**src/rtl/zynet_cfg_loader_if.sv**
```systemverilog
// zynet_cfg_loader_if: AXI4-Lite write-channel bundle between the config loader and zyNet's s_axi port
interface zynet_cfg_loader_if;
  logic [31:0] awaddr;
  logic        awvalid;
  logic        awready;
  logic [31:0] wdata;
  logic [3:0]  wstrb;
  logic        wvalid;
  logic        wready;
  logic [1:0]  bresp;
  logic        bvalid;
  logic        bready;
  modport master(output awaddr, awvalid, wdata, wstrb, wvalid, bready,
                 input awready, wready, bresp, bvalid);
  modport slave(input awaddr, awvalid, wdata, wstrb, wvalid, bready,
                output awready, wready, bresp, bvalid);
endinterface

```
**src/rtl/zynet_cfg_loader.sv**
```systemverilog
// zynet_cfg_loader: AXI4-Lite master replaying soft-reset clear, weights and biases from config memory into zyNet
module zynet_cfg_loader #(
  parameter int NUM_LAYERS = 4,
  parameter int DATA_W = 16,
  parameter int MEM_AW = 16,
  parameter logic [8*NUM_LAYERS-1:0]  NEURONS_PKD = {8'd10, 8'd10, 8'd30, 8'd30},
  parameter logic [16*NUM_LAYERS-1:0] WEIGHTS_PKD = {16'd10, 16'd30, 16'd30, 16'd784}
) (
  input  logic              clock,
  input  logic              reset,
  input  logic              start,
  output logic              busy,
  output logic              done,
  output logic              err,
  output logic              cfg_rd_en,
  output logic [MEM_AW-1:0] cfg_rd_addr,
  input  logic [DATA_W-1:0] cfg_rd_data,
  zynet_cfg_loader_if.master m_axi
);
  typedef enum logic [2:0] {IDLE, SEL, FETCH, RDWAIT, WR, RESP, DONE} state_t;
  typedef enum logic [1:0] {K_SRST, K_LAYER, K_NEURON, K_DATA} kind_t;
  state_t state_q, state_d;
  kind_t kind_q, kind_d;
  logic pass_q, pass_d;
  logic [7:0] layer_q, layer_d, neuron_q, neuron_d, n_k;
  logic [15:0] weight_q, weight_d, w_k;
  logic busy_q, busy_d, done_q, done_d, err_q, err_d, rd_en_q, rd_en_d;
  logic awvalid_q, awvalid_d, wvalid_q, wvalid_d, bready_q, bready_d;
  logic [31:0] awaddr_q, awaddr_d, wdata_q, wdata_d;
  logic [MEM_AW-1:0] rd_addr_q, rd_addr_d;
  logic last_w, last_n, last_l;
  assign n_k = NEURONS_PKD[8*(int'(layer_q)-1) +: 8];
  assign w_k = WEIGHTS_PKD[16*(int'(layer_q)-1) +: 16];
  assign last_w = weight_q == w_k - 16'd1;
  assign last_n = neuron_q == n_k - 8'd1;
  assign last_l = int'(layer_q) == NUM_LAYERS;
  // kind_q names the write issued next; the data kind reads weight or bias depending on pass_q
  always_comb begin
    state_d = state_q;
    kind_d = kind_q;
    pass_d = pass_q;
    layer_d = layer_q;
    neuron_d = neuron_q;
    weight_d = weight_q;
    busy_d = busy_q;
    done_d = 1'b0;
    err_d = err_q;
    rd_en_d = rd_en_q;
    rd_addr_d = rd_addr_q;
    awvalid_d = awvalid_q;
    wvalid_d = wvalid_q;
    bready_d = bready_q;
    awaddr_d = awaddr_q;
    wdata_d = wdata_q;
    case (state_q)
      IDLE: if (start) begin
        state_d = SEL;
        kind_d = K_SRST;
        pass_d = 1'b0;
        layer_d = 8'd1;
        neuron_d = 8'd0;
        weight_d = 16'd0;
        rd_addr_d = '0;
        busy_d = 1'b1;
        err_d = 1'b0;
      end
      SEL: begin
        awaddr_d = kind_q == K_SRST ? 32'd28 : kind_q == K_LAYER ? 32'd12 :
                   kind_q == K_NEURON ? 32'd16 : pass_q ? 32'd4 : 32'd0;
        wdata_d = kind_q == K_LAYER ? {24'd0, layer_q} : kind_q == K_NEURON ? {24'd0, neuron_q} : 32'd0;
        rd_en_d = kind_q == K_DATA;
        awvalid_d = kind_q != K_DATA;
        wvalid_d = kind_q != K_DATA;
        state_d = kind_q == K_DATA ? FETCH : WR;
      end
      FETCH: begin
        rd_en_d = 1'b0;
        state_d = RDWAIT;
      end
      RDWAIT: begin
        wdata_d = 32'(cfg_rd_data);
        rd_addr_d = rd_addr_q + MEM_AW'(1);
        awvalid_d = 1'b1;
        wvalid_d = 1'b1;
        state_d = WR;
      end
      WR: begin
        awvalid_d = awvalid_q && !m_axi.awready;
        wvalid_d = wvalid_q && !m_axi.wready;
        bready_d = !awvalid_d && !wvalid_d;
        state_d = bready_d ? RESP : WR;
      end
      RESP: if (m_axi.bvalid) begin
        bready_d = 1'b0;
        err_d = err_q | (m_axi.bresp != 2'b00);
        state_d = SEL;
        case (kind_q)
          K_SRST: kind_d = K_LAYER;
          K_LAYER: begin
            kind_d = K_NEURON;
            neuron_d = 8'd0;
          end
          K_NEURON: begin
            kind_d = K_DATA;
            weight_d = 16'd0;
          end
          default: begin
            weight_d = (pass_q || last_w) ? 16'd0 : weight_q + 16'd1;
            if (!pass_q && !last_w) kind_d = K_DATA;
            else if (!last_n) begin
              neuron_d = neuron_q + 8'd1;
              kind_d = K_NEURON;
            end else if (!last_l) begin
              neuron_d = 8'd0;
              layer_d = layer_q + 8'd1;
              kind_d = K_LAYER;
            end else if (!pass_q) begin
              neuron_d = 8'd0;
              layer_d = 8'd1;
              pass_d = 1'b1;
              kind_d = K_LAYER;
            end else begin
              state_d = DONE;
              done_d = 1'b1;
              busy_d = 1'b0;
            end
          end
        endcase
      end
      DONE: state_d = IDLE;
      default: state_d = IDLE;
    endcase
  end
  always_ff @(posedge clock) begin
    if (reset) begin
      state_q <= IDLE;
      kind_q <= K_SRST;
      pass_q <= 1'b0;
      layer_q <= 8'd1;
      neuron_q <= 8'd0;
      weight_q <= 16'd0;
      busy_q <= 1'b0;
      done_q <= 1'b0;
      err_q <= 1'b0;
      rd_en_q <= 1'b0;
      rd_addr_q <= '0;
      awvalid_q <= 1'b0;
      wvalid_q <= 1'b0;
      bready_q <= 1'b0;
      awaddr_q <= 32'd0;
      wdata_q <= 32'd0;
    end else begin
      state_q <= state_d;
      kind_q <= kind_d;
      pass_q <= pass_d;
      layer_q <= layer_d;
      neuron_q <= neuron_d;
      weight_q <= weight_d;
      busy_q <= busy_d;
      done_q <= done_d;
      err_q <= err_d;
      rd_en_q <= rd_en_d;
      rd_addr_q <= rd_addr_d;
      awvalid_q <= awvalid_d;
      wvalid_q <= wvalid_d;
      bready_q <= bready_d;
      awaddr_q <= awaddr_d;
      wdata_q <= wdata_d;
    end
  end
  assign busy = busy_q;
  assign done = done_q;
  assign err = err_q;
  assign cfg_rd_en = rd_en_q;
  assign cfg_rd_addr = rd_addr_q;
  assign m_axi.awaddr = awaddr_q;
  assign m_axi.awvalid = awvalid_q;
  assign m_axi.wdata = wdata_q;
  assign m_axi.wstrb = 4'hF;
  assign m_axi.wvalid = wvalid_q;
  assign m_axi.bready = bready_q;
endmodule

```
**src/flat_wrapper.sv**
```systemverilog
// flat-port wrapper written by rule: the top's interface ports become plain ports
module zynet_cfg_loader_flat 
#(
  parameter int NUM_LAYERS = 4,
  parameter int DATA_W = 16,
  parameter int MEM_AW = 16,
  parameter logic [8*NUM_LAYERS-1:0]  NEURONS_PKD = {8'd10, 8'd10, 8'd30, 8'd30},
  parameter logic [16*NUM_LAYERS-1:0] WEIGHTS_PKD = {16'd10, 16'd30, 16'd30, 16'd784}
)
  (clock, reset, start, busy, done, err, cfg_rd_en, cfg_rd_addr, cfg_rd_data, m_axi_awaddr, m_axi_awvalid, m_axi_wdata, m_axi_wstrb, m_axi_wvalid, m_axi_bready, m_axi_awready, m_axi_wready, m_axi_bresp, m_axi_bvalid);
  zynet_cfg_loader_if m_axi_i ();
  input  logic clock;
  input  logic reset;
  input  logic start;
  output logic busy;
  output logic done;
  output logic err;
  output logic cfg_rd_en;
  output logic [MEM_AW-1:0] cfg_rd_addr;
  input  logic [DATA_W-1:0] cfg_rd_data;
  output wire logic [$bits(m_axi_i.awaddr)-1:0] m_axi_awaddr;
  output wire logic [$bits(m_axi_i.awvalid)-1:0] m_axi_awvalid;
  output wire logic [$bits(m_axi_i.wdata)-1:0] m_axi_wdata;
  output wire logic [$bits(m_axi_i.wstrb)-1:0] m_axi_wstrb;
  output wire logic [$bits(m_axi_i.wvalid)-1:0] m_axi_wvalid;
  output wire logic [$bits(m_axi_i.bready)-1:0] m_axi_bready;
  input wire logic [$bits(m_axi_i.awready)-1:0] m_axi_awready;
  input wire logic [$bits(m_axi_i.wready)-1:0] m_axi_wready;
  input wire logic [$bits(m_axi_i.bresp)-1:0] m_axi_bresp;
  input wire logic [$bits(m_axi_i.bvalid)-1:0] m_axi_bvalid;
  assign m_axi_awaddr = m_axi_i.awaddr;
  assign m_axi_awvalid = m_axi_i.awvalid;
  assign m_axi_wdata = m_axi_i.wdata;
  assign m_axi_wstrb = m_axi_i.wstrb;
  assign m_axi_wvalid = m_axi_i.wvalid;
  assign m_axi_bready = m_axi_i.bready;
  assign m_axi_i.awready = m_axi_awready;
  assign m_axi_i.wready = m_axi_wready;
  assign m_axi_i.bresp = m_axi_bresp;
  assign m_axi_i.bvalid = m_axi_bvalid;
  zynet_cfg_loader #(.NUM_LAYERS(NUM_LAYERS), .DATA_W(DATA_W), .MEM_AW(MEM_AW), .NEURONS_PKD(NEURONS_PKD), .WEIGHTS_PKD(WEIGHTS_PKD)) u_core (.clock(clock), .reset(reset), .start(start), .busy(busy), .done(done), .err(err), .cfg_rd_en(cfg_rd_en), .cfg_rd_addr(cfg_rd_addr), .cfg_rd_data(cfg_rd_data), .m_axi(m_axi_i));
endmodule
```
**config.mk**
```make
export PLATFORM = sky130hd
export DESIGN_NAME = zynet_cfg_loader_flat
export DESIGN_NICKNAME = d
export VERILOG_FILES = /design/src/rtl/zynet_cfg_loader_if.sv /design/src/rtl/zynet_cfg_loader.sv /design/src/flat_wrapper.sv
export SDC_FILE = /design/constraint.sdc
export NUM_CORES = 1
export LEC_CHECK = 0
export ABC_AREA = 1
export CAP_MARGIN = 20
export CORE_ASPECT_RATIO = 0.75
export CORE_UTILIZATION = 44
export CTS_CLUSTER_DIAMETER = 100
export DETAILED_ROUTE_END_ITERATION = 8
export PLACE_DENSITY_LB_ADDON = 0.08
export SLEW_MARGIN = 20
export SYNTH_ARGS = -nofsm -noshare
export SYNTH_HDL_FRONTEND = slang
export SYNTH_SLANG_ARGS = --single-unit
```
**constraint.sdc**
```tcl
create_clock -name clock -period 6 [get_ports clock]
set_input_delay 0.6 -clock clock [delete_from_list [all_inputs] [get_ports clock]]
set_output_delay 0.6 -clock clock [all_outputs]
set_load 0.05 [all_outputs]
```
Word-level counts from Yosys, hierarchy flattened
Cells that the tools add are included.

Flip-flop bits (word level): 125. Input bits: 24. Output and inout bits: 91. Logic and storage cells: 159.

$add $sub $neg: 7. Eq/ne operators: 25. Shifts and indexed selects: 2. Muxes and demuxes: 70. Bitwise operators: 5. Reduce and logical (&&, ||, !) cells: 34.

Operators by type and width (number): $mux 32 (4); $mux 8 (14); $pmux 16 s2 (3); $pmux 32 s2 (1); $shiftx 64x13->16 const A (1); $mux 16 (3); $pmux 8 s2 (3); $add 16x1->16 const B (2); $shiftx 32x12->8 const A (1); $mux 3 (9); $pmux 3 s6 (1); $mux 1 (17); $add 8x1->8 const B (2); $eq 16x16->1 (1); $sub 16x1->16 const B (1); $ne 2x2->1 const B (7); $reduce_and 7->1 (2); $mux 2 (6); $reduce_bool 2->1 (6); $pmux 1 s2 (5); $reduce_or 9->1 (1); $sub 8x1->9 const B (1); $eq 8x4->1 const B (1); $eq 8x8->1 (1); other kinds (29) (50).

Depth between registers and ports, before layout
Word-level depth: 10. Mapped depth: 27. Depth with buffers taken out: 26.

Worst setup path after synthesis
No wires, ideal clock.

Kind: register -> register. Start: register u_core.layer_q[0]. End: register u_core.layer_q[1]. Setup time: 0.129 ns. Data arrival time: 3.372 ns. Required time: 5.871 ns. Path slack: 2.499 ns. Cell stages (with the launch flop): 27. Path buffers: 1. Period minus slack after synthesis: 3.501 ns. Path through: dfxtp_1 -> inv_2 -> ha_1 -> inv_1 -> nand2_2 -> nand2_4 -> nand2_1 -> nor2_4 -> o21ai_2 -> nor2_1 -> inv_1 -> ha_1 -> ha_1 -> ha_1 -> xor2_1 -> nand3_1 -> nor2_1 -> nand2_1 -> nor2_1 -> nand2_1 -> nor2_2 -> nand3_2 -> nand2_4 -> nand3_2 -> buf_6 -> o21ai_1 -> nor2_1.

Cells in the longest elaborated chain, start to end: 8. Elaborated cells on any way between the ends: 21. Classes of those cells: 4 x add/sub; 6 x eq/ne; 2 x shift; 6 x mux; 3 x reduce/logical.

RTL lines: start: declaration (line zynet_cfg_loader.sv:25) `logic [7:0] layer_q, layer_d, neuron_q, neuron_d, n_k;`; start signal: assignment (line zynet_cfg_loader.sv:156) `layer_q <= layer_d;`; $sub 8x1->9 (line zynet_cfg_loader.sv:32, zynet_cfg_loader.sv:33); $shiftx 64x13->16 (line zynet_cfg_loader.sv:33) `assign w_k = WEIGHTS_PKD[16*(int'(layer_q)-1) +: 16];`; $sub 16x1->16 (line zynet_cfg_loader.sv:34) `assign last_w = weight_q == w_k - 16'd1;`; $eq 16x16->1 (line zynet_cfg_loader.sv:34); $logic_not 1->1 (line zynet_cfg_loader.sv:109) `if (!pass_q && !last_w) kind_d = K_DATA;`; $logic_and 1x1->1 (line zynet_cfg_loader.sv:109); $ne 2x2->1 (no source line); $reduce_and 7->1 (no source line).

Several ways; a longest one is shown, not always the timed one. The select of a mux whose other input is x is not followed. A chain may end at the register's enable or synchronous reset.

Final worst setup path
Ends and elaborated chain as after synthesis.

==> insert_results.sql <==
INSERT INTO impl_metrics (metric_group, metric, value, unit) VALUES
('floorplan', 'fp.dieArea', '0.0124', 'mm^2'),
('worst_setup_path', 'cp.arrival', '4.21', 'ns'),
('final_layout', 'area_delta_synth_final', '17.1', '%'),
('outcome', 'status', 'complete, no violations', ''),
('final_layout', 'finish.net_count', '872', ''),
('global_routing', 'grt_overflow', '0', ''),
('synth', 'synthesis.area_per_instance', '6.75', 'um^2'),
('run', 'drv.max_cap_violation_count', '0', ''),
('clock_tree', 'cts.path.max_buffers', '2', ''),
('drt', 'viasPerCell', '5.03', ''),
('global_routing', 'antenna_found_initial', '0', ''),
('floorplan', 'floorplan.initialDensity', '45.1', '%'),
('worst_setup_path', 'worstSetupPathType', 'reg -> reg', ''),
('worst_setup_path', 'timing.critical_path.from', 'u_core.layer_q[0]', ''),
('global_routing', 'grt.total_usage', '22.3', '%'),
('timing', 'finalSetupTns', '0', 'ns'),
('drt', 'drtAntennaViolNets', '0', ''),
('worst_setup_path', 'timing.critical_path.slowest_stage_cell', 'sky130_fd_sc_hd__dfxtp_1', ''),
('timing', 'final-setup-viol-count', '0', ''),
('synth', 'yosys.cell_count.top_type', 'sky130_fd_sc_hd__nand2_1', ''),
('clock_tree', 'cts_buffers', '9', ''),
('worst_hold_path', 'hp_start', 'u_core.m_axi.wdata[12]', ''),
('drt', 'detailedRoute.firstPassIterationCount', '5', ''),
('timing', 'slew_headroom', '39.4', '%'),
('clock_tree', 'cts.repair.resized', '0', ''),
('worst_setup_path', 'start_kind', 'register', ''),
('global_routing', 'first_global_vias', '4437', ''),
('synth', 'post-synth-top-area-cell', 'sky130_fd_sc_hd__dfxtp_1', ''),
('clock_tree', 'worst_skew_pair.late_latency', '0.34', 'ns'),
('floorplan', 'fp.dieW', '128', 'um'),
('clock_tree', 'cts.htree.levels', '3', ''),
('synth', 'mappedNetlistArea', '0.00524', 'mm^2'),
('place', 'dp.final_hpwl', '9860', 'um'),
('worst_setup_path', 'setup.reg_to_reg.worst_slack', '2.00', 'ns'),
('floorplan', 'placement_rows', '34', ''),
('clock_tree', 'cell_chosen_for_the_clock_root', 'sky130_fd_sc_hd__clkbuf_16', ''),
('drt', 'drc', '0', ''),
('worst_hold_path', 'min_path_cells', '2', ''),
('timing', 'fin_crit_sh', '66.7', '%'),
('worst_setup_path', 'largest_stage_delay_on_the_critical_path', '0.44', 'ns'),
('worst_setup_path', 'worstSetupEndpointType', 'register', ''),
('worst_setup_path', 'cpLargestDelayFamily', 'simple AND/OR/NAND/NOR gates', ''),
('synth', 'synth-main-ff-cell', 'sky130_fd_sc_hd__dfxtp_1', ''),
('global_routing', 'grt_pass1_wl', '21700', 'um'),
('synth', 'synth_top_cell_area_share', '30.6', '%'),
('worst_setup_path', 'number_of_logic_stages_on_the_critical_path_including_buffering', '25', ''),
('timing', 'timing_worst_slew_pin_value', '0.908', 'ns'),
('clock_tree', 'clkSlewWorstSetupHoldPaths', '0.06', 'ns'),
('worst_setup_path', 'r2r.worst_path.cells', '25', ''),
('synth', 'synth.cells.most_frequent', 'sky130_fd_sc_hd__nand2_1, sky130_fd_sc_hd__inv_1, sky130_fd_sc_hd__dfxtp_1', ''),
('synth', 'synthArstFlopShare', '0', '%'),
('worst_setup_path', 'worstPathRequired', '6.20', 'ns'),
('timing', 'slew_violations', '0', ''),
('timing', 'finalCriticalPeriod', '4.00', 'ns'),
('floorplan', 'fp.dieH', '96.5', 'um'),
('power', 'power_leakage', '2.41', 'nW'),
('place', 'final_weighted_congestion_of_routability_driven_global_placement', '0.859', ''),
('synth', 'syn_inst', '777', ''),
('synth', 'cell_types_with_the_largest_area_share_after_synthesis', 'sky130_fd_sc_hd__dfxtp_1, sky130_fd_sc_hd__nand2_1, sky130_fd_sc_hd__buf_4', ''),
('synth', 'synth_seq_cells', '80', ''),
('final_layout', 'antenna_cells', '0', ''),
('drt', 'routed-via-count', '5020', ''),
('final_layout', 'utilization', '52.8', '%'),
('synth', 'count_of_flip_flops_with_a_built_in_enable_after_synthesis', '0', ''),
('floorplan', 'core_region_area', '0.0116', 'mm^2'),
('worst_hold_path', 'hold_path.class', 'reg -> reg', ''),
('power', 'cellPowerDensity', '287', 'mW/mm^2'),
('worst_setup_path', 'worst-path-buf-inv', '3', ''),
('final_layout', 'design_area', '0.00614', 'mm^2'),
('synth', 'distinct_cell_type_count_after_synthesis', '46', ''),
('timing', 'post-route-worst-setup-slack', '2.00', 'ns');
## power breakdown
part,switching [mW],internal [mW],total (mW)
Clock,0.232,0.377,0.609
Combinational,0.401,0.166,0.568
Sequential,0.0249,0.561,0.586
Total,0.658,1.10,1.76
## final timing paths
check / endpoint
worst max-delay path: u_core.layer_q[1]
worst min-delay path: u_core.m_axi.wdata[12]
worst min register to register: u_core.m_axi.wdata[12]
worst max register to register: u_core.layer_q[1]
## through the flow
stage | power [mW] | cells
after floorplan | 1.06 | 824
after global placement | 1.15 | 981
after CTS | 1.78 | 998
after global routing | 1.86 | 998
final | 1.76 | 998
after detailed placement | 1.16 | 982
## state kept, by name (all words and copies together) (netlist names)
register / flops
u_core.busy: 1
u_core.cfg_rd_addr: 16
u_core.cfg_rd_en: 1
u_core.done: 1
u_core.err: 1
u_core.kind_q: 2
u_core.layer_q: 8
u_core.m_axi.awaddr: 3
u_core.m_axi.awvalid: 1
u_core.m_axi.bready: 1
u_core.m_axi.wdata: 16
u_core.m_axi.wvalid: 1
u_core.neuron_q: 8
u_core.pass_q: 1
u_core.state_q: 3
u_core.weight_q: 16
## placed cells by master (no fill, tap or decap), types with 3 or more instances in the layout
master,n
sky130_fd_sc_hd__nand4_1,24
sky130_fd_sc_hd__o21ai_2,4
sky130_fd_sc_hd__nand3_1,36
sky130_fd_sc_hd__dfxtp_1,80
sky130_fd_sc_hd__a31oi_1,4
sky130_fd_sc_hd__inv_2,8
sky130_fd_sc_hd__inv_1,86
sky130_fd_sc_hd__a221oi_1,4
sky130_fd_sc_hd__nor3_1,27
sky130_fd_sc_hd__o21ai_1,3
sky130_fd_sc_hd__o221ai_1,8
sky130_fd_sc_hd__nor2_1,71
sky130_fd_sc_hd__buf_4,3
sky130_fd_sc_hd__o22ai_1,3
sky130_fd_sc_hd__conb_1,49
sky130_fd_sc_hd__ha_1,17
sky130_fd_sc_hd__a21oi_1,61
sky130_fd_sc_hd__clkdlybuf4s50_1,64
sky130_fd_sc_hd__nor2_2,6
sky130_fd_sc_hd__nand2_2,11
sky130_fd_sc_hd__nand2_1,172
sky130_fd_sc_hd__clkbuf_16,9
sky130_fd_sc_hd__a211oi_1,3
sky130_fd_sc_hd__xor2_1,14
sky130_fd_sc_hd__o21ai_0,27
sky130_fd_sc_hd__nand3_2,6
sky130_fd_sc_hd__nand2_4,3
sky130_fd_sc_hd__o211ai_1,3
## cells by family after synthesis
logic type	Yosys count	synth area share [%]
flip-flops	80	30.6
other	2	0.143
XOR/XNOR	15	2.51
adder cells (fa/ha/maj)	17	4.06
buffers and inverters	168	16.1
AO/OA/AOI/OAI	125	14.2
AND/OR/NAND/NOR	370	32.5
## worst min-delay path, delay by kind of cell, from the launching register on
family / cells / cell delay (ns)
flip-flops: 1 / 0.31
AND/OR/NAND/NOR: 1 / 0.06
AO/OA/AOI/OAI: 1 / 0.05
## routing by layer
metal	global-route usage (%)	share of wire (%)	vias up
li1	-	-	2549
met1	31.2	49	2264
met2	34.6	43	192
met3	4.30	7.0	15
met4	6.47	1.0	0
met5	0	0	-
## final cells by class
type	instances	area, um^2	share of cell area (%)
clock buffer	10	239	3.89
clock inverter	6	92.6	1.51
inverter	96	360	5.87
multi-input combinational	576	2970	48.4
sequential	80	1600	26.1
tap	162	203	3.30
timing repair buffer	68	668	10.9
Power figures use the tool's default switching activity.
